`src/rtl/video_timing_gen_if.sv`:
```
// Pixel write port, status and 15 kHz video outputs of video_timing_gen.
// master = memory-fetch engine / sink side, slave = the timing generator.
interface video_timing_gen_if #(
    parameter int FIFO_DEPTH = 16
);
    localparam int LW = $clog2(FIFO_DEPTH) + 1;

    logic          wr_en;
    logic [11:0]   wr_data;
    logic          fifo_full;
    logic [LW-1:0] fifo_level;
    logic          line_req;
    logic          frame_start;
    logic          err_clr;
    logic          underflow;
    logic          overflow;
    logic          hs_out;
    logic          vs_out;
    logic          de;
    logic [3:0]    r_out;
    logic [3:0]    g_out;
    logic [3:0]    b_out;

    modport master (
        output wr_en, wr_data, err_clr,
        input  fifo_full, fifo_level, line_req, frame_start, underflow, overflow,
               hs_out, vs_out, de, r_out, g_out, b_out
    );

    modport slave (
        input  wr_en, wr_data, err_clr,
        output fifo_full, fifo_level, line_req, frame_start, underflow, overflow,
               hs_out, vs_out, de, r_out, g_out, b_out
    );
endinterface

```
`src/rtl/video_timing_gen.sv`:
```
// 15 kHz video timing source: H/V counters on ce_pix, pixel FIFO fed by the fetch engine,
// registered sync/DE/RGB with one pixel of latency, line request and sticky FIFO error flags.
module video_timing_gen #(
    parameter int H_TOTAL      = 512,
    parameter int H_ACTIVE     = 320,
    parameter int H_SYNC_START = 400,
    parameter int H_SYNC_WIDTH = 48,
    parameter int V_TOTAL      = 313,
    parameter int V_ACTIVE     = 200,
    parameter int V_SYNC_START = 250,
    parameter int V_SYNC_WIDTH = 3,
    parameter int FIFO_DEPTH   = 16
) (
    input  logic              clk_sys,
    input  logic              reset,
    input  logic              ce_pix,
    video_timing_gen_if.slave vif
);
    localparam int HW = $clog2(H_TOTAL);
    localparam int VW = $clog2(V_TOTAL);
    localparam int AW = $clog2(FIFO_DEPTH);
    localparam int LW = AW + 1;

    logic [HW-1:0] hcnt;
    logic [VW-1:0] vcnt;
    logic [31:0]   h_ext;
    logic [31:0]   v_ext;

    logic          visible;
    logic          h_last;
    logic          v_last;
    logic          hs_win;
    logic          vs_win;
    logic          next_vis;

    logic [11:0]   mem [FIFO_DEPTH];
    logic [AW-1:0] wr_ptr;
    logic [AW-1:0] rd_ptr;
    logic [LW-1:0] level;
    logic          empty;
    logic          full;
    logic          pop_req;
    logic          do_pop;
    logic          do_push;
    logic          uf_set;
    logic          of_set;

    logic          hs_q;
    logic          vs_q;
    logic          de_q;
    logic [11:0]   rgb_q;
    logic          line_req_q;
    logic          frame_start_q;
    logic          underflow_q;
    logic          overflow_q;

    assign h_ext = 32'(hcnt);
    assign v_ext = 32'(vcnt);

    // Sync windows may run past the end of the line/frame; the second term covers the wrapped part.
    always_comb begin
        visible  = (h_ext < H_ACTIVE) && (v_ext < V_ACTIVE);
        h_last   = (h_ext == H_TOTAL - 1);
        v_last   = (v_ext == V_TOTAL - 1);
        hs_win   = ((h_ext >= H_SYNC_START) && (h_ext < H_SYNC_START + H_SYNC_WIDTH)) ||
                   (h_ext + H_TOTAL < H_SYNC_START + H_SYNC_WIDTH);
        vs_win   = ((v_ext >= V_SYNC_START) && (v_ext < V_SYNC_START + V_SYNC_WIDTH)) ||
                   (v_ext + V_TOTAL < V_SYNC_START + V_SYNC_WIDTH);
        next_vis = v_last ? 1'b1 : (v_ext + 32'd1 < V_ACTIVE);
    end

    // No bypass: a pop only sees entries present before this cycle, so a full FIFO still
    // accepts a push whenever a pop drains it in the same cycle.
    always_comb begin
        empty   = (level == '0);
        full    = (level == LW'(FIFO_DEPTH));
        pop_req = ce_pix && visible;
        do_pop  = pop_req && !empty;
        do_push = vif.wr_en && (!full || do_pop);
        uf_set  = pop_req && empty;
        of_set  = vif.wr_en && full && !do_pop;
    end

    always_ff @(posedge clk_sys) begin
        if (do_push) begin
            mem[wr_ptr] <= vif.wr_data;
        end
    end

    always_ff @(posedge clk_sys or posedge reset) begin
        if (reset) begin
            hcnt          <= '0;
            vcnt          <= '0;
            wr_ptr        <= '0;
            rd_ptr        <= '0;
            level         <= '0;
            hs_q          <= 1'b1;
            vs_q          <= 1'b1;
            de_q          <= 1'b0;
            rgb_q         <= '0;
            line_req_q    <= 1'b0;
            frame_start_q <= 1'b0;
            underflow_q   <= 1'b0;
            overflow_q    <= 1'b0;
        end else begin
            line_req_q    <= 1'b0;
            frame_start_q <= 1'b0;

            if (ce_pix) begin
                hcnt <= h_last ? '0 : hcnt + 1'b1;
                if (h_last) begin
                    vcnt <= v_last ? '0 : vcnt + 1'b1;
                end
                de_q  <= visible;
                rgb_q <= do_pop ? mem[rd_ptr] : '0;
                hs_q  <= !hs_win;
                if (h_ext == H_SYNC_START) begin
                    vs_q <= !vs_win;
                end
                line_req_q    <= (h_ext == H_ACTIVE) && next_vis;
                frame_start_q <= (hcnt == '0) && (vcnt == '0);
            end

            if (do_push) begin
                wr_ptr <= wr_ptr + 1'b1;
            end
            if (do_pop) begin
                rd_ptr <= rd_ptr + 1'b1;
            end
            level <= level + LW'(do_push) - LW'(do_pop);

            if (uf_set) begin
                underflow_q <= 1'b1;
            end else if (vif.err_clr) begin
                underflow_q <= 1'b0;
            end
            if (of_set) begin
                overflow_q <= 1'b1;
            end else if (vif.err_clr) begin
                overflow_q <= 1'b0;
            end
        end
    end

    assign vif.fifo_full   = full;
    assign vif.fifo_level  = level;
    assign vif.line_req    = line_req_q;
    assign vif.frame_start = frame_start_q;
    assign vif.underflow   = underflow_q;
    assign vif.overflow    = overflow_q;
    assign vif.hs_out      = hs_q;
    assign vif.vs_out      = vs_q;
    assign vif.de          = de_q;
    assign vif.r_out       = rgb_q[11:8];
    assign vif.g_out       = rgb_q[7:4];
    assign vif.b_out       = rgb_q[3:0];
endmodule

```
`src/flat_wrapper.sv`:
```
// flat-port wrapper written by rule: the top's interface ports become plain ports
module video_timing_gen_flat 
#(
    parameter int H_TOTAL      = 512,
    parameter int H_ACTIVE     = 320,
    parameter int H_SYNC_START = 400,
    parameter int H_SYNC_WIDTH = 48,
    parameter int V_TOTAL      = 313,
    parameter int V_ACTIVE     = 200,
    parameter int V_SYNC_START = 250,
    parameter int V_SYNC_WIDTH = 3,
    parameter int FIFO_DEPTH   = 16
)
  (clk_sys, reset, ce_pix, vif_wr_en, vif_wr_data, vif_err_clr, vif_fifo_full, vif_fifo_level, vif_line_req, vif_frame_start, vif_underflow, vif_overflow, vif_hs_out, vif_vs_out, vif_de, vif_r_out, vif_g_out, vif_b_out);
  video_timing_gen_if #(.FIFO_DEPTH(FIFO_DEPTH)) vif_i ();
  input  logic clk_sys;
  input  logic reset;
  input  logic ce_pix;
  input wire logic [$bits(vif_i.wr_en)-1:0] vif_wr_en;
  input wire logic [$bits(vif_i.wr_data)-1:0] vif_wr_data;
  input wire logic [$bits(vif_i.err_clr)-1:0] vif_err_clr;
  output wire logic [$bits(vif_i.fifo_full)-1:0] vif_fifo_full;
  output wire logic [$bits(vif_i.fifo_level)-1:0] vif_fifo_level;
  output wire logic [$bits(vif_i.line_req)-1:0] vif_line_req;
  output wire logic [$bits(vif_i.frame_start)-1:0] vif_frame_start;
  output wire logic [$bits(vif_i.underflow)-1:0] vif_underflow;
  output wire logic [$bits(vif_i.overflow)-1:0] vif_overflow;
  output wire logic [$bits(vif_i.hs_out)-1:0] vif_hs_out;
  output wire logic [$bits(vif_i.vs_out)-1:0] vif_vs_out;
  output wire logic [$bits(vif_i.de)-1:0] vif_de;
  output wire logic [$bits(vif_i.r_out)-1:0] vif_r_out;
  output wire logic [$bits(vif_i.g_out)-1:0] vif_g_out;
  output wire logic [$bits(vif_i.b_out)-1:0] vif_b_out;
  assign vif_i.wr_en = vif_wr_en;
  assign vif_i.wr_data = vif_wr_data;
  assign vif_i.err_clr = vif_err_clr;
  assign vif_fifo_full = vif_i.fifo_full;
  assign vif_fifo_level = vif_i.fifo_level;
  assign vif_line_req = vif_i.line_req;
  assign vif_frame_start = vif_i.frame_start;
  assign vif_underflow = vif_i.underflow;
  assign vif_overflow = vif_i.overflow;
  assign vif_hs_out = vif_i.hs_out;
  assign vif_vs_out = vif_i.vs_out;
  assign vif_de = vif_i.de;
  assign vif_r_out = vif_i.r_out;
  assign vif_g_out = vif_i.g_out;
  assign vif_b_out = vif_i.b_out;
  video_timing_gen #(.H_TOTAL(H_TOTAL), .H_ACTIVE(H_ACTIVE), .H_SYNC_START(H_SYNC_START), .H_SYNC_WIDTH(H_SYNC_WIDTH), .V_TOTAL(V_TOTAL), .V_ACTIVE(V_ACTIVE), .V_SYNC_START(V_SYNC_START), .V_SYNC_WIDTH(V_SYNC_WIDTH), .FIFO_DEPTH(FIFO_DEPTH)) u_core (.clk_sys(clk_sys), .reset(reset), .ce_pix(ce_pix), .vif(vif_i));
endmodule
```
`config.mk`:
```
export PLATFORM = sky130hd
export DESIGN_NAME = video_timing_gen_flat
export DESIGN_NICKNAME = d
export VERILOG_FILES = /design/src/rtl/video_timing_gen_if.sv /design/src/rtl/video_timing_gen.sv /design/src/flat_wrapper.sv
export SDC_FILE = /design/constraint.sdc
export NUM_CORES = 1
export LEC_CHECK = 0
export BUFFER_PORTS_ARGS = -buffer_cell sky130_fd_sc_hd__buf_2
export CORE_MARGIN = 4
export CORE_UTILIZATION = 48
export CTS_BUF_LIST = sky130_fd_sc_hd__clkbuf_2 sky130_fd_sc_hd__clkbuf_4 sky130_fd_sc_hd__clkbuf_8
export CTS_CLUSTER_SIZE = 24
export DETAILED_ROUTE_END_ITERATION = 8
export GPL_TIMING_DRIVEN = 0
export SYNTH_ARGS = -nofsm -noshare
export SYNTH_HDL_FRONTEND = slang
export SYNTH_SLANG_ARGS = --single-unit
```
`constraint.sdc`:
```
create_clock -name clk_sys -period 3.6 [get_ports clk_sys]
set_clock_uncertainty 0.05 [all_clocks]
set_input_delay 0.18 -clock clk_sys [delete_from_list [all_inputs] [get_ports clk_sys]]
set_output_delay 0.18 -clock clk_sys [all_outputs]
set_load 0.01 [all_outputs]
```
==> results of run 1 <==
registers in the layout, summed over array words and instances (netlist names):
name                    count
u_core.hcnt                 9
u_core.mem                192
u_core.rd_ptr               4
u_core.rgb_q               12
u_core.vcnt                 9
u_core.vif.de               1
u_core.vif.fifo_level       5
u_core.vif.frame_start      1
u_core.vif.hs_out           1
u_core.vif.line_req         1
u_core.vif.overflow         1
u_core.vif.underflow        1
u_core.vif.vs_out           1
u_core.wr_ptr               4
final cells by class:
type / count / area [sq um] / area share [%]
buffer: 31 / 151 / 1.31
inverter: 34 / 128 / 1.11
multi-input combinational: 329 / 2720 / 23.6
timing repair buffer: 55 / 355 / 3.08
clock buffer: 62 / 741 / 6.42
tap: 270 / 338 / 2.93
clock inverter: 12 / 80.1 / 0.694
sequential: 242 / 7020 / 60.9
where the power goes:
part	internal, mW	leakage, nW	switching, mW
Clock	1.38	0.438	1.07
Combinational	1.04	1.52	1.50
Sequential	3.43	2.35	0.170
critical path, stage by stage, from the launching register on:
cell and delay [ns]:
dfrtp_1 0.40, inv_1 0.09, ha_1 0.16, or4b_1 0.49, nand2_2 0.22, inv_1 0.14, ha_1 0.29, inv_1 0.03
ha_1 0.19, fa_1 0.41, a21oi_1 0.16, nor2_1 0.05, nor2_1 0.11, xnor2_1 0.12
stage by stage:
step / cells / hold WS [ns]
after floorplan: 636 / 0.229
after global placement: 947 / 0.337
after detailed placement: 948 / 0.0584
after CTS: 1035 / 0.00365
after global routing: 1035 / 0.0205
final: 1035 / 0.0309
cells in the final DEF (no fill, tap or decap), types with 2 or more instances in the layout:
master,count
edfxtp_1,192
mux2i_1,61
buf_2,53
dfrtp_1,48
clkbuf_8,44
nand2_1,39
o22ai_1,39
inv_1,32
mux4_2,24
o21ai_0,20
nor2_1,18
clkbuf_4,18
o31ai_1,16
ha_1,16
clkbuf_1,15
and3_1,13
dlygate4sd3_1,13
nand3_1,12
xnor2_1,9
and2_1,9
a21oi_1,7
nand4_1,7
xor2_1,6
clkinv_1,6
nor3_1,5
clkinv_2,4
nand2b_1,3
a21o_1,3
inv_2,2
buf_6,2
nor2b_1,2
dfstp_2,2
layer usage:
metal | GRT usage [%] | vias up
li1 | - | 2641
met1 | 25.9 | 2899
met2 | 30.8 | 145
met3 | 3.32 | 32
met4 | 5.52 | 0
met5 | 0 | -
worst max path at each step:
stage | end | cells past startpoint
final | u_core.vif.fifo_level[4]$_DFF_PP0_ | 13
after global routing | u_core.vif.fifo_level[4]$_DFF_PP0_ | 13
after CTS | u_core.vif.fifo_level[4]$_DFF_PP0_ | 13
after detailed placement | u_core.vif.fifo_level[4]$_DFF_PP0_ | 13
after global placement | u_core.vif.fifo_level[4]$_DFF_PP0_ | 13
after floorplan | u_core.vif.fifo_level[4]$_DFF_PP0_ | 13
what timing repair did:
item                      4_1_cts  5_1_grt
hold endpoints to repair      153        0
resized for setup               0        0
hold buffers                   13        0
cell families after synthesis:
kind of cell | share of synthesized area [%]
flip-flops | 70.0
AND/OR/NAND/NOR | 6.18
buffers and inverters | 2.78
adder cells (fa/ha/maj) | 2.20
AO/OA/AOI/OAI | 5.88
XOR/XNOR | 1.31
multiplexers | 11.6
==> results.ini, run 1 <==
[clocking]
path_clk_slew_ns=0.06
cts_sinks=242
h-tree-depth=2
cts_buffer_depth=3
cts_inserted_buffers=41
root_buffer=clkbuf_8
postCtsSetupBuffers=0
cts_tree=done
clk_latency_ns=0.54

[critical_path]
cp_max_fo=6
rr_startpoint=u_core.vif.fifo_level[3]$_DFF_PP0_
end_kind=register
critPathArrivalTime_ns=3.40
rr_endpoint=u_core.vif.fifo_level[4]$_DFF_PP0_
cp-startpoint=u_core.vif.fifo_level[3]$_DFF_PP0_
rrSetupSlack_ns=0.61
crit_type=reg2reg
reg2reg_depth=13
cp-start-kind=register
worst_ep_required_time_ns=4.01

[status]
outcome=completed

[synth]
synth_area_per_cell_sq_um=15.8
yosysWarnings=0
synth_most_common_cell=edfxtp_1
async_flop_share_pct=20.7
syn-num-nets=670
synth_area_sq_um=10000
syn_inst=636
synth_top_cell_by_area=edfxtp_1
yosys-top-cells-area=edfxtp_1 58%, dfrtp_1 12%, mux2i_1 6.1%
ys_seq_area_share_pct=70.0
synth_common_cells=192 x edfxtp_1, 61 x mux2i_1, 48 x dfrtp_1
synth_top_cell_area_share_pct=57.5
synth_edf_count=192
synth_cell_type_count=49
synth_seq_cells=242
ys.flop_type=edfxtp_1

[drt]
met1_length_um=9610
drt_iter0_drc=475
route.detailed.drc=0
wl_per_cell_um=20.8
wl_met2_um=10500
num_vias=5717
met3_length_um=1070
highest_layer=met4
routed_wl_um=21500
first_pass_iters=5
ant_nets=0
viasPerCell=5.52

[cells_and_area]
fillers=1651
fin_nets=768
final_core_util_pct=56.6
drive_gt1_share_pct=21.3
final_area_sq_um=11500
syn2layout_area_growth_pct=15.1
diodes=0

[floorplan]
fp.dieW_um=152
io_pins=42
core_sq_um=20400
start_util_pct=49.2
rows=52
die-area_sq_um=23300
die_height_um=152

[grt]
grt_pass1_wl_um=33400
antenna_found_initial=0
overflow=0
first_global_vias=5826
grt_start_max_net_pins=44
grt_usage_pct=18.7

[sta]
max_freq_ghz=0.334
rsz0062_at_grt=false
finalCritPeriodShare_pct=83.1
fin_setup_tns_ns=0
period_needed_ns=2.99
finalSetupViolations=0
setup_slack_ns=0.609
hold_violations=0
max-slew-margin-rel_pct=13.5
slew_violations=0
tightest_slew_ns=1.29

[pwr]
p_per_area_nw_per_um2=745
p_leak_nw=4.31
ir_drop_v=0.000342
power.total_mw=8.59

[job]
maxCapViolations=0

[worst_hold_path]
min_to=u_core.mem[2][3]$_DFFE_PP_
hold_class=in2reg
worstHoldStart=vif_wr_data[3]
hold_depth=1

[placed_design]
dp_hpwl_um=13700
post-place-ws_ns=0.591
post_dp_cell_area_sq_um=10600
io_buffers=41
gp_congestion=0.821

No activity file was read; power rests on OpenSTA's default activity.
==> run 2: changes to the inputs <==
--- a/config.mk
+++ b/config.mk
@@ -12,6 +12,7 @@
 export CTS_CLUSTER_SIZE = 24
 export DETAILED_ROUTE_END_ITERATION = 8
 export GPL_TIMING_DRIVEN = 0
+export PLACE_DENSITY = 0.67
 export SYNTH_ARGS = -nofsm -noshare
 export SYNTH_HDL_FRONTEND = slang
 export SYNTH_SLANG_ARGS = --single-unit
==> constraint.sdc (replaced) <==
create_clock -name clk_sys -period 2.45 [get_ports clk_sys]
set_clock_uncertainty 0.05 [all_clocks]
set_input_delay 0.1225 -clock clk_sys [delete_from_list [all_inputs] [get_ports clk_sys]]
set_output_delay 0.1225 -clock clk_sys [all_outputs]
set_load 0.01 [all_outputs]
==> run 2 against run 1 <==
  * The flow now finishes with violations (negative setup slack)
  * Register-to-register slack worse by 0.81 ns
  * Flip-flop and latch count is the same
  * Worst setup slack got worse by 0.81 ns
  * Wire length rose by 0.63%
  * Sequential share of layout area is 1.4 points lower
  * First-iteration DRC count down 0.63%
  * Maximum frequency grew 13%
  * Die area is the same
  * Via count is 2.9% higher
  * Critical path type unchanged
  * Largest cell class unchanged
  * Highest routed layer unchanged
==> results.ini, run 2 (synthesized netlist as in run 1, its figures left out) <==
[status]
outcome=finished with violations
failed_checks=negative setup slack

[drt]
ant_nets=0
drt_iter0_drc=472
wl_per_cell_um=20.7
routed_wl_um=21700
num_vias=5881
route.detailed.drc=0
first_pass_iters=5
viasPerCell=5.62

[floorplan]
io_pins=42
core_sq_um=20400
rows=52
fp.dieW_um=152
start_util_pct=49.2
die-area_sq_um=23300
die_height_um=152

[clocking]
clk_latency_ns=0.54
cts_buffer_depth=3
path_clk_slew_ns=0.06
cts_sinks=242
h-tree-depth=2
cts_tree=done
cts_inserted_buffers=40
root_buffer=clkbuf_8

[critical_path]
crit_type=reg2reg
cp-start-kind=register
cp_max_fo=3
cp_num_cells=13
worst_ep_required_time_ns=2.85
rr_endpoint=u_core.vif.fifo_level[4]$_DFF_PP0_
end_kind=register
rrSetupSlack_ns=-0.21
cp_top_family=adder cells
crit_top_cell=ha_4
reg2reg_depth=13
cp_cell_sequence=inv_2, ha_4, or4b_4, nand2_8, inv_8, ha_4, inv_2, ha_4, fa_2, a21oi_2, nor2_1, nor2_1, xnor2_1
rr_startpoint=u_core.vif.fifo_level[2]$_DFF_PP0_
critPathArrivalTime_ns=3.06
slowest_stage=or4b_4
max_stage_delay_ns=0.50
crit_buf_inv=3

[sta]
max-slew-margin-rel_pct=55.6
setup_slack_ns=-0.205
finalSetupViolations=2
max_freq_ghz=0.377
finalCritPeriodShare_pct=108
rsz0062_at_grt=true
period_needed_ns=2.66
slew_violations=0
hold_violations=0
tightest_slew_ns=0.666

[pwr]
seqPwrFrac_pct=40.8
p_sw_share_pct=32.4
p_leak_nw=4.38
p_per_area_nw_per_um2=1100
power.total_mw=13.0
pwr-share-clk_pct=28.1
p_switching_mw=4.21
ir_drop_v=0.000368
p_int_mw=8.77
p_comb_share_pct=31.2

[placed_design]
dp_hpwl_um=13400
io_buffers=41
gp_congestion=0.804
dp.cells=948

[cells_and_area]
largest_reg_flops=192
fin_nets=779
layout_common_cells=192 x edfxtp_1, 61 x mux2i_1, 53 x buf_2
regMostFlops=u_core.mem
diodes=0
reg_top3=u_core.mem: 192 flops, u_core.rgb_q: 12 flops
drive_gt1_share_pct=25.4
final_common_cell=edfxtp_1
syn2layout_area_growth_pct=17.8
stdcell_count=1047

[grt]
grt_pass1_wl_um=33400
grt_start_max_net_pins=37
grt_usage_pct=18.3
antenna_found_initial=0
overflow=0
first_global_vias=6036

[job]
maxCapViolations=0

[worst_hold_path]
hold_class=in2async

-- run 2: cell count changes in the layout (fill, tap and decap cells not counted), sizes merged --
| cell | delta |
|---|---|
| bufinv | +2 |
| buf | +9 |
| inv | +1 |
| clkinv | +10 |
| and2 | +1 |
| clkinvlp | -1 |
| dlygate4sd3 | +3 |
| clkbuf | -13 |
-- run 2: tightest hold or removal path, stage by stage --
cell and delay [ns]:
dlygate4sd3_1 0.53, buf_2 0.12, inv_2 0.30
-- run 2: worst max-delay path by stage --
stage	from	to	slack, ns
2_1_floorplan	u_core.vif.fifo_level[3]$_DFF_PP0_	u_core.vif.fifo_level[4]$_DFF_PP0_	-0.15
3_3_place_gp	u_core.vif.fifo_level[3]$_DFF_PP0_	u_core.vif.fifo_level[4]$_DFF_PP0_	-0.23
3_5_place_dp	u_core.vif.fifo_level[3]$_DFF_PP0_	u_core.vif.fifo_level[4]$_DFF_PP0_	-0.33
4_1_cts	u_core.vcnt[5]$_DFFE_PP0P_	u_core.mem[13][8]$_DFFE_PP_	-0.27
5_1_grt	u_core.vif.fifo_level[2]$_DFF_PP0_	u_core.vif.fifo_level[4]$_DFF_PP0_	-0.33
6_report	u_core.vif.fifo_level[2]$_DFF_PP0_	u_core.vif.fifo_level[4]$_DFF_PP0_	-0.21
-- run 2: routing by layer --
| metal | track usage (%) | up-vias | share of wire (%) |
|---|---|---|---|
| met4 | 5.64 | 0 | 3.2 |
| met3 | 3.61 | 44 | 5.4 |
| met1 | 24.6 | 2975 | 42 |
| li1 | - | 2673 | - |
| met2 | 30.6 | 189 | 49 |
| met5 | 0 | - | 0 |
-- run 2: final cells by class --
cell class | instances | area, sq um
Timing Repair Buffer | 67 | 453
Clock inverter | 24 | 194
Tap cell | 270 | 338
Buffer | 30 | 150
Clock buffer | 50 | 638
Sequential cell | 242 | 7020
Multi-Input combinational cell | 330 | 2880
Inverter | 34 | 135
Fill cell | 1560 | 8560
-- run 2: what timing repair did --
item	in CTS	in global routing
hold buffers	16	0
endpoints found under the hold margin	244	0
pin swaps	3	13
gates cloned	0	1
resized for setup	15	31
endpoints found under the setup margin	188	90
setup buffers	2	7
-- run 2: per-stage QoR --
stage	hold slack, ns	worst slack, ns	utilization (%)	setup TNS, ns	area, sq um
finish	0.0680	-0.205	58.0	-0.251	11800
floorplan	0.171	-0.151	-	-0.151	10100
global route	0.0830	-0.326	58.0	-1.29	11800
detailed placement	0.0872	-0.332	52.2	-19.92	10600
CTS	0.0579	-0.274	57.3	-9.72	11700
global placement	0.280	-0.232	52.1	-12.48	10600
-- run 2: power by group through the flow --
stage                     Combinational (mW)  Sequential, mW  Clock, mW
final                                   4.05            5.29       3.65
after global routing                    4.38            5.35       3.91
after CTS                               3.86            5.29       3.70
after detailed placement                3.81            5.38          0
after global placement                  3.70            5.35          0
after floorplan                         2.59            5.38          0
==> run 3: changes to the inputs <==
--- a/config.mk
+++ b/config.mk
@@ -12,7 +12,7 @@
 export CTS_CLUSTER_SIZE = 24
 export DETAILED_ROUTE_END_ITERATION = 8
 export GPL_TIMING_DRIVEN = 0
-export PLACE_DENSITY = 0.67
+export PLACE_DENSITY_LB_ADDON = 0.1
 export SYNTH_ARGS = -nofsm -noshare
 export SYNTH_HDL_FRONTEND = slang
 export SYNTH_SLANG_ARGS = --single-unit
==> run 3 against run 2 <==
  * The run still ends with negative setup slack left
  * Combinational power grew 1%
  * Design area decreased by 0.23%
  * Sequential power barely moved
  * Flip-flop and latch count is the same
  * Count of clock-buffer cells in the layout grew 3
  * Maximum frequency up 1.2%
  * Worst hold slack improved by 0.092 ns
  * Critical path depth unchanged
  * Clock power down 6.3%
  * Sequential share of layout area increased by 0.14 points
  * Total power shrank 1.5%
  * Core utilization shrank 0.14 points
==> results.ini, run 3 (synthesized netlist as in run 1, its figures left out) <==
[cells_and_area]
fillers=1646
final_common_cell=edfxtp_1
fin_nets=784
diodes=0
syn2layout_area_growth_pct=17.6
regMostFlops=u_core.mem
final_core_util_pct=57.8
largest_reg_flops=192
drive_gt1_share_pct=25.5
reg_top3=u_core.mem: 192 flops, u_core.rgb_q: 12 flops
layout_common_cells=192 x edfxtp_1, 61 x mux2i_1, 53 x buf_2

[critical_path]
reg2reg_depth=13
worst_ep_required_time_ns=2.84
rr_endpoint=u_core.vif.fifo_level[4]$_DFF_PP0_
cp-startpoint=u_core.vif.fifo_level[2]$_DFF_PP0_
max_stage_delay_ns=0.51
crit_top_cell=ha_4
cp_cell_sequence=inv_2, ha_4, or4b_4, nand2_8, inv_8, ha_4, inv_2, ha_4, fa_2, a21oi_2, nor2_1, nor2_1, xnor2_1
critPathArrivalTime_ns=3.02
rrSetupSlack_ns=-0.17
slowest_stage=or4b_4
end_kind=register
crit_type=reg2reg
rr_startpoint=u_core.vif.fifo_level[2]$_DFF_PP0_
cp_max_fo=3
cp-start-kind=register

[grt]
antenna_found_initial=0
grt_start_max_net_pins=29
grt_usage_pct=19.0
overflow=0
grt_pass1_wl_um=34100
first_global_vias=5950

[floorplan]
core_sq_um=20400
rows=52
start_util_pct=49.2
io_pins=42
die-area_sq_um=23300
die_height_um=152
fp.dieW_um=152

[drt]
route.detailed.drc=0
drt_iter0_drc=479
viasPerCell=5.63
routed_wl_um=22800
first_pass_iters=5
num_vias=5904
ant_nets=0
wl_per_cell_um=21.7

[clocking]
clk_latency_ns=0.53
cts_tree=done
cts_sinks=242
cts_inserted_buffers=41
h-tree-depth=2
path_clk_slew_ns=0.06
cts_buffer_depth=3
root_buffer=clkbuf_8

[sta]
max-slew-margin-rel_pct=54.4
fin_setup_tns_ns=-0.174
slew_violations=0
setup_slack_ns=-0.174
hold_violations=0
finalCritPeriodShare_pct=107
tightest_slew_ns=0.684
max_freq_ghz=0.381
period_needed_ns=2.62
finalSetupViolations=1
rsz0062_at_grt=true

[placed_design]
dp_hpwl_um=14000
io_buffers=41
gp_congestion=0.783

[pwr]
p_leak_nw=4.37
ir_drop_v=0.000502
p_per_area_nw_per_um2=1090

[status]
failed_checks=negative setup slack
outcome=finished with violations

[job]
maxCapViolations=0

[worst_hold_path]
hold_class=in2async

run 3: through the flow:
step	setup WS, ns	cell area, sq um	std cells	hold WS, ns	power (mW)
CTS	-0.193	11600	1038	0.142	12.7
global placement	-0.320	10600	947	0.279	9.11
finish	-0.174	11800	1049	0.160	12.8
floorplan	-0.151	10100	636	0.171	7.98
detailed placement	-0.312	10600	948	0.161	9.22
global route	-0.285	11800	1049	0.192	13.4
run 3: how the worst max path moves through the flow:
stage | end | cells after the start
detailed placement | u_core.vif.fifo_level[4]$_DFF_PP0_ | 13
global route | u_core.vif.fifo_level[4]$_DFF_PP0_ | 13
floorplan | u_core.vif.fifo_level[4]$_DFF_PP0_ | 13
global placement | u_core.mem[13][11]$_DFFE_PP_ | 4
finish | u_core.vif.fifo_level[4]$_DFF_PP0_ | 13
CTS | u_core.vif.fifo_level[4]$_DFF_PP0_ | 13
run 3: routing by layer:
| metal | GRT usage, % | wire, um | vias to the layer above |
|---|---|---|---|
| met1 | 26.1 | 9980 | 3034 |
| met2 | 31.2 | 11200 | 156 |
| li1 | - | - | 2678 |
| met3 | 3.07 | 1040 | 36 |
| met5 | 0 | 0 | - |
| met4 | 6.28 | 552 | 0 |
run 3: timing repair:
action	4_1_cts	5_1_grt
gates resized for setup	19	29
gates cloned	0	4
endpoints found under the hold margin	231	0
setup buffers	2	8
pin swaps	4	14
hold buffers	16	0
setup endpoints to repair	201	184
run 3: power breakdown:
group	internal [mW]	total [mW]	switching, mW
combinational	1.68	4.09	2.41
clock	1.86	3.42	1.56
sequential	5.03	5.28	0.246
total	8.58	12.8	4.21
run 3: final cells by class:
class	count	area (sq um)	area share [%]
flip-flops and latches	242	7020	59.6
multi-input cells	333	2910	24.7
clock buffers	53	661	5.61
repair buffers	68	460	3.91
well taps	270	338	2.87
plain buffers	30	150	1.27
inverters	34	135	1.15
clock inverters	19	108	0.913
run 3: worst max-delay path, delay by kind of cell (launching register included):
kind	cells	cell delay, ns
flops	1	0.40
buf+inv	3	0.16
xor+xnor	1	0.12
simple gates	4	0.78
compound gates	1	0.14
fa+ha+maj	4	0.90
